## src/rtl/spi_slave.sv

```systemverilog
// SPI slave endpoint, one per chip-select line.
// Runs entirely in the sclk domain; all four CPOL/CPHA modes, MSB- or LSB-first,
// back-to-back words while cs_n stays low. Host handoff is via toggle flags and
// quasi-static data words.
module spi_slave #(
    parameter int unsigned NBITS = 8
) (
    input  logic             sclk,
    input  logic             reset,
    input  logic             cs_n,
    input  logic             mosi,
    output logic             miso,
    output logic             miso_oe,
    input  logic             cpol,
    input  logic             cpha,
    input  logic             lsb_first,
    input  logic [NBITS-1:0] tx_data,
    output logic             tx_taken_tgl,
    output logic [NBITS-1:0] rx_data,
    output logic             rx_tgl
);

    localparam int unsigned   CW   = $clog2(NBITS);
    localparam logic [CW-1:0] LAST = CW'(NBITS - 1);

    // Mode-normalised clock: capture on its rising edge, launch on its falling edge.
    logic sclk_eff;
    // Transfer state is cleared by reset or by deselect.
    logic clr_n;

    assign sclk_eff = sclk ^ (cpol ^ cpha);
    assign clr_n    = reset & ~cs_n;

    logic [CW-1:0]    bit_cnt_q, bit_cnt_d;
    logic [CW-1:0]    out_idx_q;
    logic [NBITS-1:0] rx_shift_q, rx_shift_d;
    logic [NBITS-1:0] tx_shadow_q;
    logic [NBITS-1:0] rx_data_q;
    logic             rx_tgl_q;
    logic             tx_taken_q;
    logic [CW-1:0]    pos;

    // Next bit counter and shifted receive word, including the bit being captured now.
    always_comb begin
        bit_cnt_d  = (bit_cnt_q == LAST) ? '0 : bit_cnt_q + 1'b1;
        rx_shift_d = lsb_first ? {mosi, rx_shift_q[NBITS-1:1]}
                               : {rx_shift_q[NBITS-2:0], mosi};
    end

    // Capture-edge transfer state, cleared whenever the slave is not selected.
    always_ff @(posedge sclk_eff or negedge clr_n) begin
        if (!clr_n) begin
            bit_cnt_q  <= '0;
            rx_shift_q <= '0;
        end else begin
            bit_cnt_q  <= bit_cnt_d;
            rx_shift_q <= rx_shift_d;
        end
    end

    // Capture-edge host handoff; only reset clears it so words survive deselect.
    always_ff @(posedge sclk_eff or negedge reset) begin
        if (!reset) begin
            tx_shadow_q <= '0;
            tx_taken_q  <= 1'b0;
            rx_data_q   <= '0;
            rx_tgl_q    <= 1'b0;
        end else if (!cs_n) begin
            // Gate on cs_n so idle mode-pin changes cannot produce a phantom edge.
            if (bit_cnt_q == '0) begin
                tx_shadow_q <= tx_data;
                tx_taken_q  <= ~tx_taken_q;
            end
            if (bit_cnt_q == LAST) begin
                rx_data_q <= rx_shift_d;
                rx_tgl_q  <= ~rx_tgl_q;
            end
        end
    end

    // Launch edge: advance the output bit index to the count of bits captured so far.
    always_ff @(negedge sclk_eff or negedge clr_n) begin
        if (!clr_n) begin
            out_idx_q <= '0;
        end else begin
            out_idx_q <= bit_cnt_q;
        end
    end

    // Output mux: bit 0 of each word comes straight from tx_data so it is valid before
    // the first capture edge; later bits come from the latched shadow.
    always_comb begin
        pos     = lsb_first ? out_idx_q : LAST - out_idx_q;
        miso    = 1'b0;
        miso_oe = ~cs_n & reset;
        if (!cs_n && reset) begin
            miso = (out_idx_q == '0) ? tx_data[pos] : tx_shadow_q[pos];
        end
    end

    assign tx_taken_tgl = tx_taken_q;
    assign rx_data      = rx_data_q;
    assign rx_tgl       = rx_tgl_q;

endmodule

```

## config.mk

```make
export PLATFORM = sky130hd
export DESIGN_NAME = spi_slave
export DESIGN_NICKNAME = d
export VERILOG_FILES = /design/src/rtl/spi_slave.sv
export SDC_FILE = /design/constraint.sdc
export NUM_CORES = 1
export LEC_CHECK = 0
export BUFFER_PORTS_ARGS = -buffer_cell sky130_fd_sc_hd__buf_2
export CAP_MARGIN = 10
export CORE_AREA = 10 10 62 64
export CTS_BUF_LIST = sky130_fd_sc_hd__clkbuf_16
export CTS_CLUSTER_SIZE = 12
export DETAILED_ROUTE_END_ITERATION = 16
export DIE_AREA = 0 0 72 74
export PLACE_DENSITY_LB_ADDON = 0.05
export SYNTH_ARGS = -nofsm -noshare
export SYNTH_HDL_FRONTEND = slang
export SYNTH_SLANG_ARGS = --single-unit
```

## constraint.sdc

```tcl
create_clock -name vclk -period 2.3
set_input_delay 0.115 -clock vclk [all_inputs]
set_output_delay 0.115 -clock vclk [all_outputs]
set_load 0.01 [all_outputs]
```

==> results.md, run 1 <==
- Status: completed
- HP Class: input pin to output port
- Total grt overflow: 0
- Pwr dens: about 170 nW/um^2
- Core area: 2663 sq um
- Req. time, crit path: 2.18 ns
- Total die area: 5328 sq um
- Drt drc: 0
- Initial antenna violation count: 0
- Period utilization: 72.73%
- Share of layout cells above drive strength 1: 42.25%
- Max rail drop VDD: 0.1655 mV
- Least-Margin Pin Slew: 0.4945 ns
- Synth Instances: 119
- Final worst slack: 0.6273 ns
- Place WS: 0.6275 ns
- DP HPWL: 2113 microns
- Die X: 72 microns
- Starting Density: 56.02%
- Top cells by area, synth: dfrtp_1 49%, mux2_2 18%, dfrtn_1 5.0%, ha_1 2.5%, o21ai_0 2.3%
- Synth area leader: dfrtp_1
- Final non-filler cell total: between 150 and 200
- Worst-path maximum fanout: 19
- Placed cell count: 172
- Crit path DAT: 1.56 ns
- Endpoints left unconstrained: between 40 and 50
- Post-layout nets: 162
- Vias in the first global route: 1,020
- RSZ-0062 raised after global routing: no
- Post-cts sizing count: 0
- Crit end category: output port
- Ys Warns: 0
- Via count: 957
- Syn Nets: 137
- Post-synth cell types: 33
- Setup Buffers After CTS: 0
- # diodes: 0
- Syn_area_per_cell: 12.53 sq um
- DR iter-0 viols: 66
- All-Layer GR Usage: 9.889%
- Sequential share of the synthesized area: 53.69%
- Vias per cell: 5.532
- Hold_buf cts: 0
- Fin crit period: 1.673 ns
- Final hold vios: 0
- Routability congestion estimate: 0.8076
- Post-place instance area: 1644 sq um
- Port bufs: 27
- Synth top area share: between 40% and 50%
- Setup TNS: 0 ns
- Netlist Area Pre-Place: 1491 sq um
- WL per Instance: 15.60 microns
- Final setup vio count: 0
- Final ANT Viol Nets: 0
- Synth-to-Final Area Change: 10.99%
- Number of synthesized register bits: 32
- First-pass detailed-route iteration total: 4
- Max-slew violation count: 0
- DRT Wirelength: 2699 microns
- Fmax: 0.5978 GHz
- Die Ht: 74 microns
- FILL cells: 249
- First-pass GRT wire length: ~4600 microns
- Slew HR: 67.03%
- Row count: 19
- Crit start category: input pin
- # IOs: 27
- Largest net degree at the start of global routing: 33
- Leakage power: 0.7565 nW
- Register pins left without a clock: 32
- Max Cap Viol: 0
- Final Power: 0.2829 mW
- Hold slack: 0.6521 ns
- Layout Utilization: 62.17%
- Cell area after layout: around 1700 sq um
- Worst Setup Path Type: input pin to output port
-- metal layers --
layer | part of all wire (%) | GRT usage (%)
met3 | 4.9 | 1.729
met1 | 46 | 13.33
met5 | 0 | 0
met2 | 49 | 17.25
met4 | 0 | 0
-- layout by cell type (no fill, tap or decap), types with 2 or more instances in the layout --
master    count
xnor2_1       2
ha_1          3
inv_1         4
dfrtn_1       3
nor2b_1       2
a21oi_1       3
nand2_1       3
o31a_1        2
nor2_1        5
nand2b_1      3
o21ai_0       7
mux2_2       24
buf_4         3
buf_2        27
nand3b_1      2
dfrtp_1      29
nor3b_1       3
-- path summary, 6_finish.rpt --
check             slack [ns]    to  depth (start not counted)  startpoint
setup / recovery        0.63  miso                          6   lsb_first
hold / removal          0.65  miso                          5        cs_n
-- state kept, by name, indices dropped and copies added, names as in the netlist --
name          flops
tx_taken_tgl      1
out_idx_q         3
rx_shift_q        8
tx_shadow_q       8
bit_cnt_q         3
rx_data           8
rx_tgl            1
-- power breakdown --
part / internal (mW) / switching (mW) / leakage [nW]
logic: 0.0704 / 0.0795 / 0.362
registers: 0.114 / 0.0193 / 0.394
clock network: 0 / 0 / 0
total: 0.184 / 0.0988 / 0.757
-- synthesized netlist by cell type --
cell      instances
mux2_2           24
a21oi_1           3
dfrtp_1          29
nor2_4            1
clkbuf_1          1
nor2_1            5
a31oi_1           1
nor2b_1           2
o22ai_1           1
o21ai_0           7
nor3_1            1
a22o_1            1
inv_1             4
a221o_1           1
dfrtn_1           3
buf_6             2
o21ba_2           1
nor3b_1           3
o41ai_1           1
xnor2_1           3
or3_1             1
a21oi_2           1
o211ai_1          1
buf_2             5
nand2_1           3
o31a_1            2
a311o_1           1
a31o_2            1
a211oi_1          1
nand3b_1          2
ha_1              3
nand2b_1          3
xor2_1            1
-- cell type report --
class | count | area, sq um | area share, %
flip-flops and latches | 32 | 800.8 | 48.37
multi-input cells | 75 | 631.9 | 38.17
repair buffers | 31 | 168.9 | 10.20
well taps | 31 | 38.79 | 2.343
inverters | 4 | 15.01 | 0.9070
-- critical path, cell delays in order --
cell	delay [ns]
buf_2	0.30
o211ai_1	0.18
a311o_1	0.38
a221o_1	0.33
a21oi_2	0.11
buf_2	0.14
-- cell families (layout without fill, tap and decap cells) --
group,count (synthesis),count (layout),share of synthesized area (%)
multiplexers,24,24,18.12
XOR/XNOR,4,4,2.349
flip-flops,32,32,53.69
AND/OR/NAND/NOR,21,21,8.137
AO/OA/AOI/OAI,23,23,10.74
buffers and inverters,12,35,4.445
adder cells (fa/ha/maj),3,3,2.517
Note: power is estimated with default switching activity, not from simulation.
==> inputs of run 2 (changes only) <==
Settings changed: ABC_AREA from default to 1, CORE_AREA 10 10 62 64 to 10 10 63 65, DIE_AREA 0 0 72 74 to 0 0 73 75.
Clock period 2.3 ns to 1.6 ns, I/O delays scaled along.
==> results.md, run 2 <==
- Crit start category: input pin
- Fmax: ~0.7 GHz
- Crit path DAT: 1.33 ns (-0.23 ns)
- Max rail drop VDD: 0.1583 mV (-4.3%)
- HP Class: input pin to output port
- Share of layout cells above drive strength 1: 25.14% (-17 points)
- Post-synth cell types: 20 (-39%)
- CP max-delay cell: clkbuf_4
- Netlist Area Pre-Place: 1425 sq um (-4.4%)
- Most used routing layer: met2
- Core area: 2710 sq um (+1.8%)
- Crit-path cells: clkbuf_4 -> inv_2 -> nand2_2 -> nand2_2 -> nand2_1 -> nand3_1 -> nand3_1 -> nand2_1 -> nor2_1 -> nor2_1 -> buf_2
- Setup TNS: 0 ns (unchanged)
- Syn Nets: 166 (+21%)
- Die Ht: 75 microns (+1.4%)
- Cell area after layout: 1618 sq um (-2.3%)
- Register pins left without a clock: 32 (unchanged)
- Number of synthesized register bits: 32 (unchanged)
- Synth cell count leaders: 45 x nand2_1, 29 x dfrtp_1, 15 x nand3_1
- Endpoints left unconstrained: 42 (unchanged)
- Final hold vios: 0 (unchanged)
- Worst-path maximum fanout: 14 (-5)
- Vias per cell: 5.301 (-4.2%)
- Total die area: 5475 sq um (+2.8%)
- Synth top area share: 50.92% (+2.3 points)
- Least-Margin Pin Slew: 0.4804 ns (-0.01408 ns)
- Place WS: 0.1505 ns (-0.4769 ns)
- Initial antenna violation count: 0 (unchanged)
- Hold slack: 0.4725 ns (-0.1796 ns)
- Post-synth EDFFs: 0 (unchanged)
- Pwr dens: 259.9 nW/um^2 (+52%)
- Most frequent cell after synthesis: nand2_1
- Crit path buf inv count: 3 (+1)
- M1 GR Usage: 12.93% (-0.41 points)
- Vias in the first global route: 1,097 (+7.5%)
- First-pass GRT wire length: 4905 microns (+7.2%)
- Ys Warns: 0 (unchanged)
- Ys async rst share: 100.0% (unchanged)
- Req. time, crit path: 1.52 ns (-0.66 ns)
- # IOs: 27 (unchanged)
- # diodes: 0 (unchanged)
- Syn_area_per_cell: 9.629 sq um (-23%)
- Crit path max-delay family: simple AND/OR/NAND/NOR gates
- Final setup vio count: 0 (unchanged)
- WL per Instance: 14.06 microns (-9.9%)
- FILL cells: 244 (-2.0%)
- Fin crit period: 1.409 ns
- Via count: 1,092 (+14%)
- Leakage power: 0.8651 nW (+14%)
- Status: completed
- Routability congestion estimate: 0.9013 (+12%)
- Largest net degree at the start of global routing: 33 (unchanged)
- Row count: 19 (unchanged)
- Crit end category: output port
- Final ANT Viol Nets: 0 (unchanged)
- Max-slew violation count: 0 (unchanged)
- DRT Wirelength: 2896 microns (+7.3%)
- Top cells by area, synth: dfrtp_1 51%, nand2_1 12%, mux2_2 6.3%, dfrtn_1 5.3%, nand3_1 5.3%
- Delay of the slowest critical-path stage: 0.19 ns (-0.19 ns)
- Total grt overflow: 0 (unchanged)
- Slew HR: 67.88% (+0.84 points)
- Met3 Usage GRT: 1.708% (-0.020 points)
- Met2 GRT Util: 19.68% (+2.4 points)
- Commonest non-fill, non-tap cells in the layout: 45 x nand2_1, 29 x dfrtp_1, 26 x buf_2, 15 x nand3_1, 11 x nor2_1
- Most common cell after layout, fill and taps aside: nand2_1
- RSZ-0062 raised after global routing: no
- Starting Density: 52.59% (-3.4 points)
- Synth Instances: 148 (+24%)
- Die X: 73 microns (+1.4%)
- Post-place instance area: 1600 sq um (-2.7%)
- Setup Buffers After CTS: 0 (unchanged)
- Max Cap Viol: 0 (unchanged)
- Drt drc: 0 (unchanged)
- Sequential share of the synthesized area: 56.19% (+2.5 points)
- Post-layout nets: 195 (+20%)
- Synth-to-Final Area Change: 13.52%
- Period utilization: 88.04%
- Final worst slack: 0.1914 ns (-0.4359 ns)
- DR iter-0 viols: 69 (+4.5%)
- All-Layer GR Usage: 10.55% (+0.66 points)
- Port bufs: 27 (unchanged)
- First-pass detailed-route iteration total: 4 (unchanged)
- DP HPWL: 2430 microns (+15%)
- Worst Setup Path Type: input pin to output port
- Synth area leader: dfrtp_1
- Synth Flop Type: dfrtp_1
[run 2: layout make-up]
type	count	area [sq um]	share of cell area, %
inverters	10	37.54	2.320
repair buffers	30	167.7	10.36
well taps	31	38.79	2.398
multi-input cells	103	573.1	35.42
flip-flops and latches	32	800.8	49.50
[run 2: where the power goes]
group	switching, mW	total (mW)	leakage (nW)	internal, mW
combinational	0.141	0.235	0.465	0.0941
clock	0	0	0	0
sequential	0.0235	0.185	0.400	0.162
[run 2: cells by family after synthesis]
kind of cell / count (synthesis) / synth area share, %
and+or+nand+nor: 76 / 22.21
DFF: 32 / 56.19
buffers and inverters: 13 / 4.126
AOI/OAI and AO/OA: 9 / 3.687
muxes: 8 / 6.322
xor gates and xnor gates: 7 / 4.829
adders and majority gates: 3 / 2.634
[run 2: per-stage QoR]
stage	power [mW]	instances	util, %
6_report	0.4205	206	59.70
5_1_grt	0.4594	206	59.70
4_1_cts	0.4146	205	59.05
3_5_place_dp	0.4131	205	59.05
3_3_place_gp	0.4048	205	59.05
2_1_floorplan	0.3130	148	-
[run 2: metal layers]
metal	share of wire (%)	vias up	wire, microns
li1	-	536	-
met1	43	525	1259
met2	50	29	1462
met3	5.7	2	165
met4	0.28	0	8
met5	0	-	0
[run 2: timing repair]
item	CTS	global route
endpoints found under the setup margin	0	1
resized for setup	0	1
hold buffers	0	0
[run 2: worst paths after layout]
kind / depth (start not counted) / to / startpoint
worst max-delay path: 11 / miso / lsb_first
worst min-delay path: 3 / miso_oe / cs_n
==> inputs of run 3 (changes only) <==
Settings changed: CORE_AREA 10 10 63 65 to 10 10 75 77, DIE_AREA 0 0 73 75 to 0 0 85 87.
==> results.md, run 3 (synthesized netlist as in run 2, its figures left out) <==
- Status: completed
- WL per Instance: 13.15 microns (-6.5%)
- Commonest non-fill, non-tap cells in the layout: 45 x nand2_1, 29 x dfrtp_1, 27 x buf_2, 15 x nand3_1, 11 x nor2_1
- Final setup vio count: 0 (unchanged)
- All-Layer GR Usage: 8.129% (-2.4 points)
- Total grt overflow: 0 (unchanged)
- Drt drc: 0 (unchanged)
- Setup TNS: 0 ns (unchanged)
- Logic gate share of total power: 54.9% (-1.0 points)
- Max-slew violation count: 0 (unchanged)
- Fin crit period: 1.348 ns (-0.06034 ns)
- Crit start category: input pin
- Starting Density: 33.66% (-19 points)
- Max Cap Viol: 0 (unchanged)
- Port bufs: 27 (unchanged)
- Synth-to-Final Area Change: 14.66%
- Die Ht: 87 microns (+16%)
- Switch Pwr: 0.1643 mW (-0.23%)
- Least-Margin Pin Slew: 0.5130 ns (+0.03261 ns)
- Share of layout cells above drive strength 1: 25.14% (unchanged)
- DP HPWL: 2557 microns (+5.2%)
- Switch share: 39.68% (+0.53 points)
- Routability congestion estimate: 0.8252 (-8.4%)
- Crit end category: output port
- Pwr dens: 253.3 nW/um^2 (-2.5%)
- Fmax: 0.7417 GHz (+4.5%)
- Req. time, crit path: 1.52 ns (about the same)
- Setup Buffers After CTS: 0 (unchanged)
- Crit path DAT: 1.27 ns (-0.06 ns)
- Register pins left without a clock: 32 (unchanged)
- Place WS: 0.2385 ns (+0.08797 ns)
- Leakage power: 0.8618 nW (-0.38%)
- Vias per cell: 4.652 (-12%)
- Final ANT Viol Nets: 0 (unchanged)
- Period utilization: 84.27% (-3.8 points)
- Crit-path cells: buf_2 -> inv_2 -> nand2_1 -> nand2_2 -> nand2_1 -> nand2_1 -> a21oi_1 -> nor2_1 -> nor2_1 -> nor2_1 -> buf_2
- Core area: 4234 sq um (+56%)
- Vias in the first global route: 1,096 (-0.091%)
- Die X: 85 microns (+16%)
- Worst Setup Path Type: input pin to output port
- # diodes: 0 (unchanged)
- Total die area: 7395 sq um (+35%)
- RSZ-0062 raised after global routing: no
- Endpoints left unconstrained: 42 (unchanged)
- Slew HR: 65.69% (-2.2 points)
- First-pass detailed-route iteration total: 4 (unchanged)
- Row count: 24 (+5)
- Via count: 1,056 (-3.3%)
- Max rail drop VDD: 0.1108 mV (-30%)
- Post-layout nets: 195 (unchanged)
- Delay of the slowest critical-path stage: 0.25 ns (+0.06 ns)
- Hold_buf cts: 0 (unchanged)
- # IOs: 27 (unchanged)
- Final worst slack: 0.2517 ns (+0.06034 ns)
- Worst-path maximum fanout: 14 (unchanged)
- HP Class: input pin to output port
- Sequential power share: 45.1% (+1.0 points)
- DRT Wirelength: 2984 microns (+3.0%)
- Post-cts sizing count: 0 (unchanged)
- CP max-delay cell: buf_2
- FILL cells: 433 (+77%)
- Most common cell after layout, fill and taps aside: nand2_1
- Final Power: 0.4140 mW (-1.6%)
- Final hold vios: 0 (unchanged)
- DR iter-0 viols: 49 (-29%)
- First-pass GRT wire length: 5264 microns (+7.3%)
- Pint: 0.2497 mW (-2.4%)
- Clk network pwr share: 0% (unchanged)
- Largest net degree at the start of global routing: 21 (-36%)
- Initial antenna violation count: 0 (unchanged)
==> run 3: cell types whose count changed in the layout (fill, tap and decap cells not counted), sizes merged <==
cell,change
buf,+1
clkbuf,-1
==> run 3: layout make-up <==
class | instances | area, sq um | share of cell area, %
multi-input cells | 103 | 573.1 | 35.07
flip-flops and latches | 32 | 800.8 | 49.00
inverters | 10 | 37.54 | 2.297
repair buffers | 30 | 157.7 | 9.648
well taps | 52 | 65.06 | 3.982
==> run 3: worst paths after layout <==
path | slack (ns) | endpoint | from | depth (start not counted)
worst min-delay path | 0.47 | miso_oe | cs_n | 3
worst max-delay path | 0.25 | miso | lsb_first | 11
==> run 3: per-stage QoR <==
stage	area, sq um	utilization, %	instances	hold slack [ns]
finish	1634	38.59	227	0.4738
global route	1634	38.59	227	0.5097
CTS	1634	38.59	227	0.4937
detailed placement	1634	38.59	227	0.4915
global placement	1634	38.59	227	0.4981
floorplan	1425	-	148	0.3735
==> run 3: metal layers <==
metal | GRT usage, % | up-vias | wire, microns
met5 | 0 | - | 0
met4 | 0 | 0 | 0
met3 | 1.217 | 0 | 133
met2 | 14.10 | 21 | 1343
met1 | 10.99 | 499 | 1507
li1 | - | 536 | -
==> run 3: power by group through the flow <==
stage                     Clock [mW]  Combinational (mW)  Sequential [mW]
after floorplan                    0               0.122            0.191
after global placement             0               0.232            0.186
after detailed placement           0               0.233            0.186
after CTS                          0               0.234            0.187
after global routing               0               0.263            0.192
final                              0               0.227            0.187
==> run 3: worst max-delay path: cells and delay by family <==
family / cells / cell delay, ns
buffers and inverters: 3 / 0.53
AND/OR/NAND/NOR: 7 / 0.54
AO/OA/AOI/OAI: 1 / 0.13
